## config.mk

```make
export PLATFORM = sky130hd
export DESIGN_NAME = bist_settle_timer
export DESIGN_NICKNAME = d
export VERILOG_FILES = /design/src/rtl/gate_bist_pkg.sv /design/src/rtl/gate_bist_checker_timer.sv
export SDC_FILE = /design/constraint.sdc
export NUM_CORES = 1
export LEC_CHECK = 0
export ABC_AREA = 1
export CORE_AREA = 2 2 39 41
export DETAILED_ROUTE_END_ITERATION = 12
export DIE_AREA = 0 0 41 43
export GPL_TIMING_DRIVEN = 0
export PLACE_DENSITY_LB_ADDON = 0.3
export SYNTH_ARGS = -nofsm -noshare
export SYNTH_HDL_FRONTEND = slang
export SYNTH_SLANG_ARGS = --single-unit
```

## constraint.sdc

```tcl
create_clock -name clk -period 2.7 [get_ports clk]
set_input_delay 0.405 -clock clk [delete_from_list [all_inputs] [get_ports clk]]
set_output_delay 0.405 -clock clk [all_outputs]
set_load 0.01 [all_outputs]
```

## src/rtl/gate_bist_pkg.sv

```systemverilog
// Shared types and constants for the gate BIST checker.
// Holds the FSM state type, truth-table constants for common gates and the settle-timer width.
package gate_bist_pkg;

    typedef enum logic [1:0] {
        ST_IDLE   = 2'd0,
        ST_APPLY  = 2'd1,
        ST_SAMPLE = 2'd2,
        ST_DONE   = 2'd3
    } state_t;

    // Bit i of each table is the expected gate output for pattern i = {a,b}
    localparam logic [3:0] TT_XOR  = 4'b0110;
    localparam logic [3:0] TT_AND  = 4'b1000;
    localparam logic [3:0] TT_OR   = 4'b1110;
    localparam logic [3:0] TT_XNOR = 4'b1001;
    localparam logic [3:0] TT_NAND = 4'b0111;

    localparam int unsigned TIMER_W = 8;

    function automatic logic [TIMER_W-1:0] settle_load(input int unsigned settle);
        return TIMER_W'(settle - 1);
    endfunction

endpackage

```

## src/rtl/gate_bist_checker_timer.sv

```systemverilog
// bist_settle_timer: 8-bit loadable down-counter with a zero flag.
// It holds at zero rather than wrapping.
module bist_settle_timer
    import gate_bist_pkg::*;
(
    input  logic               clk,
    input  logic               rst,
    input  logic               load,
    input  logic [TIMER_W-1:0] load_val,
    input  logic               en,
    output logic               zero
);

    logic [TIMER_W-1:0] count;

    always_ff @(posedge clk or posedge rst) begin
        if (rst) begin
            count <= '0;
        end else if (load) begin
            count <= load_val;
        end else if (en && (count != '0)) begin
            count <= count - TIMER_W'(1);
        end
    end

    assign zero = (count == '0);

endmodule

```

==> results.json, run 1 <==
{
  "outcome": "completed",
  "ff2ff_setup_slack_ns": 1.16,
  "grt_max_degree": 11,
  "yosysTopAreaCellShare_pct": 31.6,
  "ys_seq_elements": 8,
  "regMostFlops": "count",
  "r2r_cells": 7,
  "path_class": "reg2out",
  "core_sq_um": 1380,
  "numPortBuffers": 12,
  "largest_register_ffs": 8,
  "cp_cell_sequence": "inv_1 -> ha_1 -> nand2_1 -> nor2_1 -> clkdlybuf4s50_1",
  "numCtsBuffers": 3,
  "cts_setup_buffers": 0,
  "synthXorXnorAreaFrac_pct": 2.77,
  "synthAdderAreaFrac_pct": 3.95,
  "cp-start-kind": "register",
  "ys_warn_count": 0,
  "worst_slew_pin_slew_ns": 0.454,
  "leakagePower_nw": 0.397,
  "viasPerCell": 4.99,
  "synth_compound_area_share_pct": 9.88,
  "place.gp.congestion": 0.766,
  "synth-simple-area-share_pct": 43.9,
  "final.setup.tns_ns": 0,
  "place_hpwl_mm": 1.04,
  "synthFlopType": "dfrtp_1",
  "r2r_start": "count[0]",
  "path_depth": 5,
  "ir_worst_vdd_v": 0.000241,
  "syn_nets": 105,
  "post_cts_resized": 0,
  "grt_pass1_wl_mm": 2.38,
  "fmax_mhz": 448,
  "finClkSkew_ns": 0.00378,
  "route.detailed.drc": 0,
  "power_density_nw_per_um2": 512,
  "vias": 609,
  "maxSlewHeadroom_pct": 69.7,
  "synth-edff-count": 0,
  "layout_min_cycle_time_ns": 2.23,
  "hold_viol": 0,
  "grt_overflow_total": 0,
  "crit_buf_inv": 2,
  "arrival_ns": 1.83,
  "timing.max_cap.violations": 0,
  "layout.nets": 122,
  "drive_gt1_share_pct": 14.2,
  "largest_registers": "count x8",
  "muxShareOfSynthArea_pct": 0,
  "row_count": 14,
  "worst_ep_required_time_ns": 2.30,
  "hold_buffers": 0,
  "finish.instance_area_sq_um": 796,
  "syn_area_sq_um": 633,
  "drv_slew": 0,
  "die_h_microns": 43,
  "cts.sinks": 8,
  "htreeDepth": 1,
  "grtUsageTotal_pct": 19.5,
  "drt_iter0_drc": 9,
  "ant_nets": 0,
  "ys_seq_area_share_pct": 31.6,
  "synth_cell_type_count": 19,
  "clk_latency_ns": 0.26,
  "diodes": 0,
  "cpMaxStageDelayCell": "clkdlybuf4s50_1",
  "wire_per_inst_microns": 10.8,
  "postSynthAreaPerCell_sq_um": 6.96,
  "reg2reg_to": "count[0]",
  "crit_path_end_kind": "primary output",
  "first_pass_iters": 5,
  "cts_tree": "done",
  "critical_path.top_delay_family": "buffers and inverters",
  "num_io_pins": 13,
  "cts_root_buffer": "clkbuf_4",
  "clk_pin_slew_ns": 0.06,
  "post_dp_cell_area_sq_um": 773,
  "synth_commonest_cells": "nand2_1, nand3_1, inv_1",
  "final.period_utilization_pct": 82.7,
  "antenna_found_initial": 0,
  "finalSetupViolCount": 0,
  "rsz0062_at_grt": "no",
  "die_area_sq_um": 1760,
  "netlist_instances": 91,
  "syn_to_final_growth_pct": 25.7,
  "synth.most_common_cell": "nand2_1",
  "synth_top_area_cell": "dfrtp_1",
  "synth_top_family_by_area": "simple AND/OR/NAND/NOR gates",
  "die_w_microns": 41,
  "synthArstFlopShare_pct": 100,
  "grt_pass1_vias": 583,
  "max_stage_delay_ns": 0.55,
  "wl_mm": 1.32,
  "cts.path.max_buffers": 2,
  "hold_class": "in2async",
  "start_util_pct": 45.8,
  "yosys-top-cells-area": "dfrtp_1, nand2_1, nand3_1",
  "cp_max_fo": 6
}
report_power, final:
group	internal [mW]	total (mW)	switching (mW)	leakage (nW)
clock network	0.0512	0.0969	0.0457	0.0138
registers	0.139	0.165	0.0257	0.0973
logic	0.0643	0.146	0.0815	0.286
worst register-to-register path, cell delays in order (launching register included):
cell and delay (ns):
dfrtp_1 0.37, inv_1 0.17, ha_1 0.19, nand2_1 0.13, o21ai_4 0.28, nand2_4 0.14, nand2_1 0.10, o21ai_2 0.05
how the worst max path moves through the flow:
| stage | start | to | slack [ns] |
|---|---|---|---|
| 6_report | count[0] | zero | 0.47 |
| 4_1_cts | count[0] | zero | 0.45 |
| 3_3_place_gp | count[0] | zero | 0.77 |
| 5_1_grt | count[0] | zero | 0.34 |
| 2_1_floorplan | count[0] | zero | 1.31 |
| 3_5_place_dp | count[0] | zero | 0.73 |
placed cells by master (no fill, tap or decap), drive strengths merged:
cell type,netlist,layout
nor3,1,1
xnor2,2,2
nor2,8,8
dfrtp,8,8
ha,2,2
o21ai,8,8
or2,1,1
nand2,32,32
nand3,15,15
clkbuf,1,4
clkdlybuf4s50,0,12
nand4,1,1
buf,1,1
inv,11,11
metal layers:
metal / part of all wire (%) / GRT usage [%]
met3: 2.9 / 3.14
met4: 1.7 / 8.00
met5: 0 / 0
met1: 46 / 24.7
met2: 50 / 31.3
final cells by class:
cell class	count	area, sq um
Buffer	2	8.76
Clock buffer	3	22.5
Fill cell	145	588
Inverter	11	41.3
Multi-Input combinational cell	70	383
Sequential cell	8	200
Tap cell	16	20.0
Timing Repair Buffer	12	120
cells by family (layout without fill, tap and decap cells):
| kind of cell | count (synthesis) | in the layout |
|---|---|---|
| simple gates | 58 | 58 |
| buf+inv | 13 | 28 |
| xor+xnor | 2 | 2 |
| compound gates | 8 | 8 |
| fa+ha+maj | 2 | 2 |
| flops | 8 | 8 |
metrics by stage:
stage          hold WS (ns)  utilization (%)  setup WS, ns  std cells  total power [mW]
2_1_floorplan         0.221                -          1.31         91             0.272
3_3_place_gp          0.551             55.9         0.767        119             0.308
3_5_place_dp          0.558             55.9         0.735        119             0.313
4_1_cts               0.425             57.5         0.451        122             0.410
5_1_grt               0.430             57.5         0.335        122             0.445
6_report              0.398             57.5         0.466        122             0.408
No activity file was read; power rests on OpenSTA's default activity.
==> run 2, diff against run 1 <==
Settings changed: CORE_AREA 2 2 39 41 to not set, CORE_UTILIZATION set to 48, DIE_AREA 0 0 41 43 to not set.
Clock period 2.7 ns to 2.3 ns, I/O delays scaled along.
==> run 2 against run 1 <==
Against the previous run: cell count fell by 1.6%; critical path depth did not move; global-route usage rose by 3.7 points; critical path type unchanged; critical endpoint unchanged.
==> results.json, run 2 (synthesis gave the netlist of run 1 again) <==
{
  "outcome": "completed",
  "drt-met1-wl_microns": 629,
  "regMostFlops": "count",
  "crit_path_end_kind": "primary output",
  "cts.sinks": 8,
  "place_hpwl_mm": 1.03,
  "row_count": 12,
  "final.setup.tns_ns": 0,
  "finalNonFillerCells": 120,
  "final.period_utilization_pct": 95.2,
  "grt_overflow_total": 0,
  "worst_ep_required_time_ns": 1.96,
  "clk_pin_slew_ns": 0.06,
  "r2r_cells": 7,
  "route.detailed.drc": 0,
  "cts_tree": "done",
  "leakagePower_nw": 0.397,
  "power_density_nw_per_um2": 606,
  "layout.nets": 122,
  "finClkSkew_ns": 0.00626,
  "arrival_ns": 1.84,
  "wl_mm": 1.28,
  "top_layer_used": "met4",
  "maxSlewHeadroom_pct": 75.2,
  "p_total_mw": 0.480,
  "drv_slew": 0,
  "finalSetupViolCount": 0,
  "grt_pass1_wl_mm": 2.30,
  "path_class": "reg2out",
  "worst_slew_pin_slew_ns": 0.372,
  "hold_buffers": 0,
  "die_h_microns": 38.3,
  "cts_root_buffer": "clkbuf_4",
  "ir_worst_vdd_v": 0.000322,
  "syn_to_final_growth_pct": 25.3,
  "hold_viol": 0,
  "hold_class": "in2async",
  "numPortBuffers": 12,
  "ant_nets": 0,
  "antenna_found_initial": 0,
  "wl_met3_microns": 36,
  "htreeDepth": 1,
  "numCtsBuffers": 3,
  "diodes": 0,
  "wl_met2_microns": 601,
  "wire_per_inst_microns": 10.7,
  "final_cell_mix": "nand2_1, nand3_1, clkdlybuf4s50_1",
  "placed_cells": 117,
  "timing.max_cap.violations": 0,
  "fmax_mhz": 457,
  "final_common_cell": "nand2_1",
  "drt_iter0_drc": 8,
  "viasPerCell": 4.98,
  "rsz0062_at_grt": "no",
  "vias": 597,
  "place.gp.congestion": 0.820,
  "clk_latency_ns": 0.26,
  "start_util_pct": 54.1,
  "layout_min_cycle_time_ns": 2.19,
  "grt_max_degree": 11,
  "die_area_sq_um": 1470,
  "largest_registers": "count x8",
  "num_io_pins": 13,
  "grtUsageTotal_pct": 23.2,
  "cts_setup_buffers": 0,
  "first_pass_iters": 4,
  "die_w_microns": 38.3,
  "cp-start-kind": "register",
  "largest_register_ffs": 8,
  "core_sq_um": 1170,
  "cp_max_fo": 6,
  "post_cts_resized": 0,
  "grt_pass1_vias": 567,
  "cts.path.max_buffers": 2,
  "drive_gt1_share_pct": 14.2
}
[run 2: metal layers]
metal | vias up | GRT usage [%]
met4 | 0 | 10.7
met3 | 2 | 5.23
met1 | 265 | 29.1
met5 | - | 0
met2 | 9 | 37.3
li1 | 321 | -
[run 2: final cells by class]
type / count / area [sq um]
multi-input combinational: 70 / 383
fill: 107 / 378
sequential: 8 / 200
timing repair buffer: 12 / 120
inverter: 11 / 41.3
clock buffer: 3 / 22.5
tap: 14 / 17.5
buffer: 2 / 8.76
[run 2: power breakdown]
group | internal [mW] | leakage (nW) | total (mW) | switching [mW]
Clock | 0.0601 | 0.0138 | 0.114 | 0.0536
Sequential | 0.163 | 0.0973 | 0.194 | 0.0305
Combinational | 0.0757 | 0.286 | 0.173 | 0.0969
Total | 0.299 | 0.397 | 0.480 | 0.181
[run 2: critical path, cell delays in order, from the launching register on]
cell	delay, ns
dfrtp_1	0.37
inv_1	0.16
ha_1	0.19
nand2_1	0.13
nor2_1	0.17
clkdlybuf4s50_1	0.56
[run 2: worst paths after layout]
| check | from | end | slack (ns) |
|---|---|---|---|
| max | count[0] | zero | 0.11 |
| min | rst | count[7] | 0.34 |
| max reg2reg | count[0] | count[4] | 0.75 |
| min reg2reg | count[1] | count[1] | 0.58 |
| max in group asynchronous | rst | count[4] | 1.72 |
| min in group clk | count[1] | count[1] | 0.58 |
[run 2: per-stage QoR]
stage	setup slack [ns]	hold WS [ns]	utilization, %	cell area, sq um
2_1_floorplan	0.965	0.161	-	633
3_3_place_gp	0.424	0.554	65.8	771
3_5_place_dp	0.391	0.568	65.8	771
4_1_cts	0.109	0.359	67.7	793
5_1_grt	0.0346	0.389	67.7	793
6_report	0.110	0.335	67.7	793
==> run 3, diff against run 2 <==
Settings changed: CTS_CLUSTER_SIZE set to 14, SETUP_SLACK_MARGIN set to 0.4.
==> run 3 against run 2 <==
Against the previous run: utilization unchanged; cell count stayed put; clock power is essentially flat; combinational power about the same; largest power group unchanged; highest routed layer unchanged.
==> results.json, run 3 (synthesis gave the netlist of run 1 again) <==
{
  "numPortBuffers": 12,
  "post_dp_cell_area_sq_um": 771,
  "clk_latency_ns": 0.26,
  "regArea_sq_um": 200,
  "final_common_cell": "nand2_1",
  "r2r_cells": 7,
  "die_h_microns": 38.3,
  "cts_tree": "done",
  "finish.instance_area_sq_um": 793,
  "timing.max_cap.violations": 0,
  "numCtsBuffers": 3,
  "largest_register_ffs": 8,
  "finalNonFillerCells": 120,
  "core_sq_um": 1170,
  "cts.path.max_buffers": 2,
  "worst_slew_pin_slew_ns": 0.378,
  "die_w_microns": 38.3,
  "reg2reg_to": "count[4]",
  "clk_pin_slew_ns": 0.06,
  "largest_registers": "count x8",
  "start_util_pct": 54.1,
  "place.gp.congestion": 0.820,
  "arrival_ns": 1.46,
  "maxSlewHeadroom_pct": 74.8,
  "hold_ws_ns": 0.333,
  "ir_worst_vdd_v": 0.000323,
  "cts.sinks": 8,
  "antenna_found_initial": 0,
  "cts_root_buffer": "clkbuf_4",
  "hold_class": "in2async",
  "cts_setup_buffers": 0,
  "drv_slew": 0,
  "worst_slack_ns": 0.492,
  "regMostFlops": "count",
  "worst_ep_required_time_ns": 1.96,
  "diodes": 0,
  "wire_per_inst_microns": 10.8,
  "wl_mm": 1.30,
  "r2r_start": "count[0]",
  "ant_nets": 0,
  "row_count": 12,
  "grt_max_degree": 11,
  "final.setup.tns_ns": 0,
  "final_cell_mix": "nand2_1, nand3_1, clkdlybuf4s50_1",
  "outcome": "completed",
  "htreeDepth": 1,
  "finalSetupViolCount": 0,
  "hold_viol": 0,
  "placed_cells": 117,
  "grt_overflow_total": 0,
  "finClkSkew_ns": 0.00747,
  "rsz0062_at_grt": "no",
  "first_pass_iters": 4,
  "drt_iter0_drc": 6,
  "drive_gt1_share_pct": 15.1,
  "cp_max_fo": 6,
  "route.detailed.drc": 0,
  "grtUsageTotal_pct": 23.2,
  "place_hpwl_mm": 1.03,
  "grt_pass1_wl_mm": 2.30,
  "grt_pass1_vias": 567,
  "ff2ff_setup_slack_ns": 0.82,
  "vias": 591,
  "path_class": "reg2out",
  "num_io_pins": 13,
  "power_density_nw_per_um2": 608,
  "cp-start-kind": "register",
  "leakagePower_nw": 0.397,
  "die_area_sq_um": 1470,
  "nFillCells": 107,
  "layout.nets": 122,
  "final.period_utilization_pct": 78.6,
  "layout_min_cycle_time_ns": 1.81,
  "fmax_mhz": 553,
  "viasPerCell": 4.93,
  "place_ws_ns": 0.391,
  "crit_path_end_kind": "primary output",
  "multi_input_area_sq_um": 383,
  "syn_to_final_growth_pct": 25.3
}
==> run 3: power breakdown <==
part | internal [mW] | leakage [nW] | switching, mW
logic | 0.0756 | 0.286 | 0.0968
clock network | 0.0602 | 0.0138 | 0.0544
registers | 0.163 | 0.0973 | 0.0316
total | 0.299 | 0.397 | 0.183
==> run 3: worst max path at each step <==
stage,startpoint,to,slack [ns]
finish,count[0],zero,0.49
global route,count[1],zero,0.41
CTS,count[0],zero,0.45
detailed placement,count[0],zero,0.39
global placement,count[0],zero,0.42
floorplan,count[0],count[0],0.97
==> run 3: critical path, stage by stage (launching register included) <==
cell and delay [ns]:
dfrtp_1 0.38, inv_2 0.11, ha_1 0.17, nand2_1 0.13, nor2_1 0.15, clkdlybuf4s15_1 0.26
==> run 3: cell type report <==
| type | instances | share of cell area [%] |
|---|---|---|
| plain buffers | 2 | 1.10 |
| well taps | 14 | 2.21 |
| multi-input cells | 70 | 48.3 |
| flip-flops and latches | 8 | 25.2 |
| inverters | 11 | 5.21 |
| repair buffers | 12 | 15.1 |
| clock buffers | 3 | 2.84 |
==> run 3: layer usage <==
metal / GRT usage, % / up-vias / part of all wire, %
met4: 10.7 / 0 / 1.6
li1: - / 322 / -
met5: 0 / - / 0
met1: 29.1 / 257 / 49
met3: 5.23 / 3 / 2.8
met2: 37.3 / 9 / 47
==> run 3: per-stage QoR <==
stage / total power, mW / utilization (%)
after detailed placement: 0.370 / 65.8
final: 0.482 / 67.7
after global routing: 0.522 / 67.7
after floorplan: 0.319 / -
after CTS: 0.486 / 67.6
after global placement: 0.362 / 65.8
==> run 3: timing repair <==
action,in CTS,in global routing
hold buffers,0,0
setup endpoints to repair,1,1
resized for setup,2,1
pin swaps,0,1
hold endpoints to repair,0,0
